### src/rtl/uart_rx.sv
// uart_rx: 8N1 UART receiver with 2-flop input synchroniser and centre-of-bit sampling.
// Optional even-parity (8E1) support is enabled by defining UART_RX_PARITY_EN.
module uart_rx #(
    parameter int unsigned CLK_FREQ  = 50_000_000,
    parameter int unsigned BAUD_RATE = 115200
) (
    input  logic       clk,
    input  logic       reset,
    input  logic       rx,
    output logic [7:0] rx_data,
    output logic       rx_valid,
    output logic       rx_busy,
    output logic       frame_err,
    output logic       parity_err
);

    localparam int unsigned BIT_TIME = CLK_FREQ / BAUD_RATE;
    localparam int unsigned HALF_BIT = BIT_TIME / 2;
    localparam int unsigned CNT_W    = 16;

    localparam logic [CNT_W-1:0] BIT_LAST  = CNT_W'(BIT_TIME - 1);
    localparam logic [CNT_W-1:0] HALF_LAST = CNT_W'(HALF_BIT - 1);

    typedef enum logic [2:0] {
        IDLE,
        START,
        DATA,
        PARITY,
        STOP,
        WAIT_HIGH
    } state_e;

    state_e             state_q, state_d;
    logic [CNT_W-1:0]   cnt_q, cnt_d;
    logic [2:0]         bit_idx_q, bit_idx_d;
    logic [7:0]         shift_q, shift_d;
    logic               rx_meta_q, rx_meta_d;
    logic               rx_s_q, rx_s_d;
    logic [7:0]         rx_data_q, rx_data_d;
    logic               rx_valid_q, rx_valid_d;
    logic               rx_busy_q, rx_busy_d;
    logic               frame_err_q, frame_err_d;
`ifdef UART_RX_PARITY_EN
    logic               par_bit_q, par_bit_d;
    logic               parity_err_q, parity_err_d;
`endif

    // State, datapath and registered outputs; synchroniser flops reset to idle-high
    always_ff @(posedge clk or posedge reset) begin
        if (reset) begin
            state_q      <= IDLE;
            cnt_q        <= '0;
            bit_idx_q    <= '0;
            shift_q      <= '0;
            rx_meta_q    <= 1'b1;
            rx_s_q       <= 1'b1;
            rx_data_q    <= 8'h00;
            rx_valid_q   <= 1'b0;
            rx_busy_q    <= 1'b0;
            frame_err_q  <= 1'b0;
`ifdef UART_RX_PARITY_EN
            par_bit_q    <= 1'b0;
            parity_err_q <= 1'b0;
`endif
        end else begin
            state_q      <= state_d;
            cnt_q        <= cnt_d;
            bit_idx_q    <= bit_idx_d;
            shift_q      <= shift_d;
            rx_meta_q    <= rx_meta_d;
            rx_s_q       <= rx_s_d;
            rx_data_q    <= rx_data_d;
            rx_valid_q   <= rx_valid_d;
            rx_busy_q    <= rx_busy_d;
            frame_err_q  <= frame_err_d;
`ifdef UART_RX_PARITY_EN
            par_bit_q    <= par_bit_d;
            parity_err_q <= parity_err_d;
`endif
        end
    end

    // Next-state logic: counter clears on every transition and every bit sample
    always_comb begin
        state_d     = state_q;
        cnt_d       = cnt_q + CNT_W'(1);
        bit_idx_d   = bit_idx_q;
        shift_d     = shift_q;
        rx_meta_d   = rx;
        rx_s_d      = rx_meta_q;
        rx_data_d   = rx_data_q;
        rx_valid_d  = 1'b0;
        frame_err_d = 1'b0;
`ifdef UART_RX_PARITY_EN
        par_bit_d    = par_bit_q;
        parity_err_d = 1'b0;
`endif

        case (state_q)
            IDLE: begin
                cnt_d = '0;
                if (!rx_s_q) begin
                    state_d = START;
                end
            end

            START: begin
                if (cnt_q == HALF_LAST) begin
                    cnt_d = '0;
                    if (!rx_s_q) begin
                        state_d   = DATA;
                        bit_idx_d = 3'd0;
                    end else begin
                        state_d = IDLE;
                    end
                end
            end

            DATA: begin
                if (cnt_q == BIT_LAST) begin
                    cnt_d     = '0;
                    shift_d   = {rx_s_q, shift_q[7:1]};
                    bit_idx_d = bit_idx_q + 3'd1;
                    if (bit_idx_q == 3'd7) begin
`ifdef UART_RX_PARITY_EN
                        state_d = PARITY;
`else
                        state_d = STOP;
`endif
                    end
                end
            end

`ifdef UART_RX_PARITY_EN
            PARITY: begin
                if (cnt_q == BIT_LAST) begin
                    cnt_d     = '0;
                    par_bit_d = rx_s_q;
                    state_d   = STOP;
                end
            end
`endif

            STOP: begin
                if (cnt_q == BIT_LAST) begin
                    cnt_d = '0;
                    if (rx_s_q) begin
                        state_d = IDLE;
`ifdef UART_RX_PARITY_EN
                        if (par_bit_q != (^shift_q)) begin
                            parity_err_d = 1'b1;
                        end else begin
                            rx_data_d  = shift_q;
                            rx_valid_d = 1'b1;
                        end
`else
                        rx_data_d  = shift_q;
                        rx_valid_d = 1'b1;
`endif
                    end else begin
                        frame_err_d = 1'b1;
                        state_d     = WAIT_HIGH;
                    end
                end
            end

            WAIT_HIGH: begin
                cnt_d = '0;
                if (rx_s_q) begin
                    state_d = IDLE;
                end
            end

            default: begin
                cnt_d   = '0;
                state_d = IDLE;
            end
        endcase

        rx_busy_d = (state_d != IDLE);
    end

    assign rx_data   = rx_data_q;
    assign rx_valid  = rx_valid_q;
    assign rx_busy   = rx_busy_q;
    assign frame_err = frame_err_q;
`ifdef UART_RX_PARITY_EN
    assign parity_err = parity_err_q;
`else
    assign parity_err = 1'b0;
`endif

endmodule

### config.mk
export PLATFORM = sky130hd
export DESIGN_NAME = uart_rx
export DESIGN_NICKNAME = d
export VERILOG_FILES = /design/src/rtl/uart_rx.sv
export SDC_FILE = /design/constraint.sdc
export NUM_CORES = 1
export LEC_CHECK = 0
export BUFFER_PORTS_ARGS = -buffer_cell sky130_fd_sc_hd__buf_2
export CAP_MARGIN = 30
export CELL_PAD_IN_SITES_DETAIL_PLACEMENT = 0
export CELL_PAD_IN_SITES_GLOBAL_PLACEMENT = 1
export CORE_ASPECT_RATIO = 1.1
export CORE_MARGIN = 2
export CORE_UTILIZATION = 41
export CTS_CLUSTER_DIAMETER = 120
export DETAILED_ROUTE_END_ITERATION = 10
export GPL_TIMING_DRIVEN = 0
export PLACE_DENSITY_LB_ADDON = 0.1
export SYNTH_ARGS = -nofsm -noshare
export SYNTH_HDL_FRONTEND = slang
export SYNTH_SLANG_ARGS = --single-unit
### constraint.sdc
create_clock -name clk -period 2 [get_ports clk]
set_input_delay 0.1 -clock clk [delete_from_list [all_inputs] [get_ports clk]]
set_output_delay 0.1 -clock clk [all_outputs]
set_load 0.02 [all_outputs]
==> impl_results.md <==
* Post-Syn Area per Cell at 12.2 sq um
* Post-Synthesis Cells at 175
* Placed instance count at 246
* Fmax at 520 MHz
* Initial DRC count at 47
* Num CTS Buffers at 5
* # rows at 27
* Slew margin rel. at 39.6%
* Hpwl dp at 2.71 mm
* Clk slew on worst S/H paths at 0.09 ns
* Gpl congestion at 0.817
* Sequential fraction of the synthesis area at 50.6%
* Remaining antenna violation count at 0
* Max-Cap Viols at 0
* Vias in the first global route at 1367
* Drt pass-1 iters at 5
* Layout Nets at 206
* H-tree depth at 2
* RSZ-0062 raised after global routing: false
* CTS tree: done
* Worst-skew pair later-pin latency at 0.30 ns
* Total track usage at 14.9%
* Leak Pwr at 1.13 nW
* WS Path Type: reg2reg
* Diodes inserted at 0
* Critical Path Slowest Stage Cell: dfrtp_1
* Vias at 1364
* Layout cells sized above 1 at 36.2%
* First-pass GRT wire length at 6.60 mm
* Count of pins over their slew limit at 0
* Clock Tree Buf Depth at 2
* Port bufs at 13
* Pwr dens at 659 nW/um^2
* Final min period at 1.92 ns
* Reg2Reg Depth at 6
* Die width at 72.7 microns
* FFs w/ async S/R, synth at 100%
* Die height at 79.6 microns
* Mapped Area at 2130 sq um
* Setup crit start kind: flop
* Fin cells at 257
* Most common cell after layout, fill and taps aside: dfrtp_1
* CTS Sinks at 43
* Starting density of the core at 42.6%
* Skew final at 0.0114 ns
* CP Cell Sequence: ha_1 -> and4bb_2 -> and3_4 -> and4_4 -> buf_6 -> mux2_4
* Actual slew at the worst max-slew pin at 0.905 ns
* Largest net degree at the start of global routing at 44
* # setup viols final at 0
* Worst R2R End: rx_data[5]
* R2R Path Start: cnt_q[0]
* I/O pin total at 15
* Number of synthesized flops with an enable pin at 0
* Failing checks: negative hold slack
* Setup_tns at 0 ns
* Reg area at 1080 sq um
* Clock root cell: clkbuf_8
* Initial antenna violation count at 0
* FF+latch count, synth at 43
* DRC Markers at 0
* Fin. Hold Viols at 21
* DR vias/cell at 5.31
* Routed Wire Length at 3.91 mm
* Synth Flop Type: dfrtp_1
* Synth unique cells at 49
* VDD IR max at 0.000423 V
* Area Growth Syn to Fin at 13.6%
* Final instance area at 2420 sq um
* Reg2Reg Setup Slack at 0.08 ns
* WP data required at 2.19 ns
* Multi-input logic area at 998 sq um
* Period utilisation layout at 96.1%
* Largest stage delay, worst path at 0.47 ns
* Wirelength per Cell at 15.2 microns
* Crit end category: flop
* Die area at 5790 sq um
* Arrival time worst endpoint at 2.11 ns
* WHS at -0.0130 ns
* Hold Path Class: in2async
* Status: complete, but fails checks
* Global route overflow at 0
* Syn_nets at 183
* Ys Warns at 0
* Fillcell total at 473
* Post-Place Cell Area at 2270 sq um
* Core ar. at 5000 sq um
* Crit path max fanout at 9
* Most frequent cells in the layout: dfrtp_1, buf_2, nor2_1
## repair_timing
| item | in CTS | in global routing |
|---|---|---|
| setup endpoints to repair | 10 | 20 |
| hold buffers | 1 | 0 |
| resized for setup | 0 | 3 |
| buffers inserted | 2 | 0 |
| pin swaps | 1 | 0 |
| hold endpoints to repair | 1 | 0 |
## routing by layer
metal	vias up	global-route usage [%]	wire (microns)
met4	0	5.00	53
met1	672	18.7	1790
li1	664	-	-
met2	22	24.6	1930
met3	6	4.17	129
met5	-	0	0
## cell usage after synthesis, types with 2 or more instances
master | count | area share [%]
nand3_1 | 8 | 1.9
nand2b_1 | 2 | 0.59
a21oi_1 | 2 | 0.47
mux2_4 | 8 | 5.6
nor2b_1 | 3 | 0.88
nor3_1 | 2 | 0.47
and3_1 | 2 | 0.59
xnor2_1 | 7 | 2.9
dfstp_2 | 2 | 2.5
mux2_2 | 9 | 4.8
nand4_1 | 6 | 1.8
ha_1 | 5 | 2.9
inv_1 | 5 | 0.88
mux2i_1 | 2 | 0.94
buf_6 | 2 | 1.1
nor2_2 | 10 | 2.9
dfrtp_1 | 41 | 48
nor4b_1 | 2 | 0.82
xor2_1 | 7 | 2.9
and4_1 | 3 | 1.2
buf_2 | 3 | 0.70
nor2_1 | 11 | 1.9
nand2_1 | 7 | 1.2
## cell families after synthesis
kind of cell | count (synthesis) | share of synthesized area [%]
and+or+nand+nor | 68 | 20.4
DFF | 43 | 50.6
xor gates and xnor gates | 14 | 5.76
muxes | 19 | 11.3
other | 1 | 0.176
AOI/OAI and AO/OA | 14 | 5.70
adders and majority gates | 5 | 2.94
buffers and inverters | 11 | 3.00
## layout make-up
type                       instances  share of cell area (%)
sequential                        43                    44.6
clock inverter                     3                    1.96
clock buffer                       5                    2.84
multi-input combinational        121                    41.3
buffer                             6                    1.86
timing repair buffer              16                    3.72
tap                               58                    3.00
inverter                           5                   0.776
## power by group
group / switching [mW] / internal, mW / leakage (nW) / total [mW]
clock network: 0.317 / 0.379 / 0.0587 / 0.695
logic: 0.0197 / 0.00441 / 0.500 / 0.0241
registers: 0.00270 / 0.872 / 0.574 / 0.875
total: 0.339 / 1.26 / 1.13 / 1.59
## worst max path at each step
stage	slack (ns)	from	endpoint
after global placement	0.0006	cnt_q[1]	cnt_q[7]
after floorplan	0.21	cnt_q[1]	rx_data[0]
final	0.08	cnt_q[0]	rx_data[5]
after detailed placement	0.005	cnt_q[0]	cnt_q[12]
after CTS	0.03	cnt_q[2]	rx_data[5]
after global routing	0.02	cnt_q[10]	rx_data[4]
## flip-flops by register name, summed over array words and instances, names as in the netlist
signal and count:
frame_err 1, cnt_q 16, rx_valid 1, rx_s_q 1, rx_data 8, state_q 3, shift_q 8, rx_busy 1
bit_idx_q 3, rx_meta_q 1
## metrics by stage
stage	setup WS, ns	util (%)	power, mW
4_1_cts	0.0312	48.2	1.62
3_5_place_dp	0.00452	45.3	0.916
5_1_grt	0.0225	48.4	1.66
3_3_place_gp	0.000591	45.3	0.915
6_report	0.0770	48.4	1.59
2_1_floorplan	0.215	-	0.908
## critical path: cells and delay by family (launching register included)
family | cells | cell delay, ns
multiplexers | 1 | 0.31
AND/OR/NAND/NOR | 3 | 0.70
flip-flops | 1 | 0.47
adder cells (fa/ha/maj) | 1 | 0.18
buffers and inverters | 1 | 0.16
(Power assumes the default switching activity.)
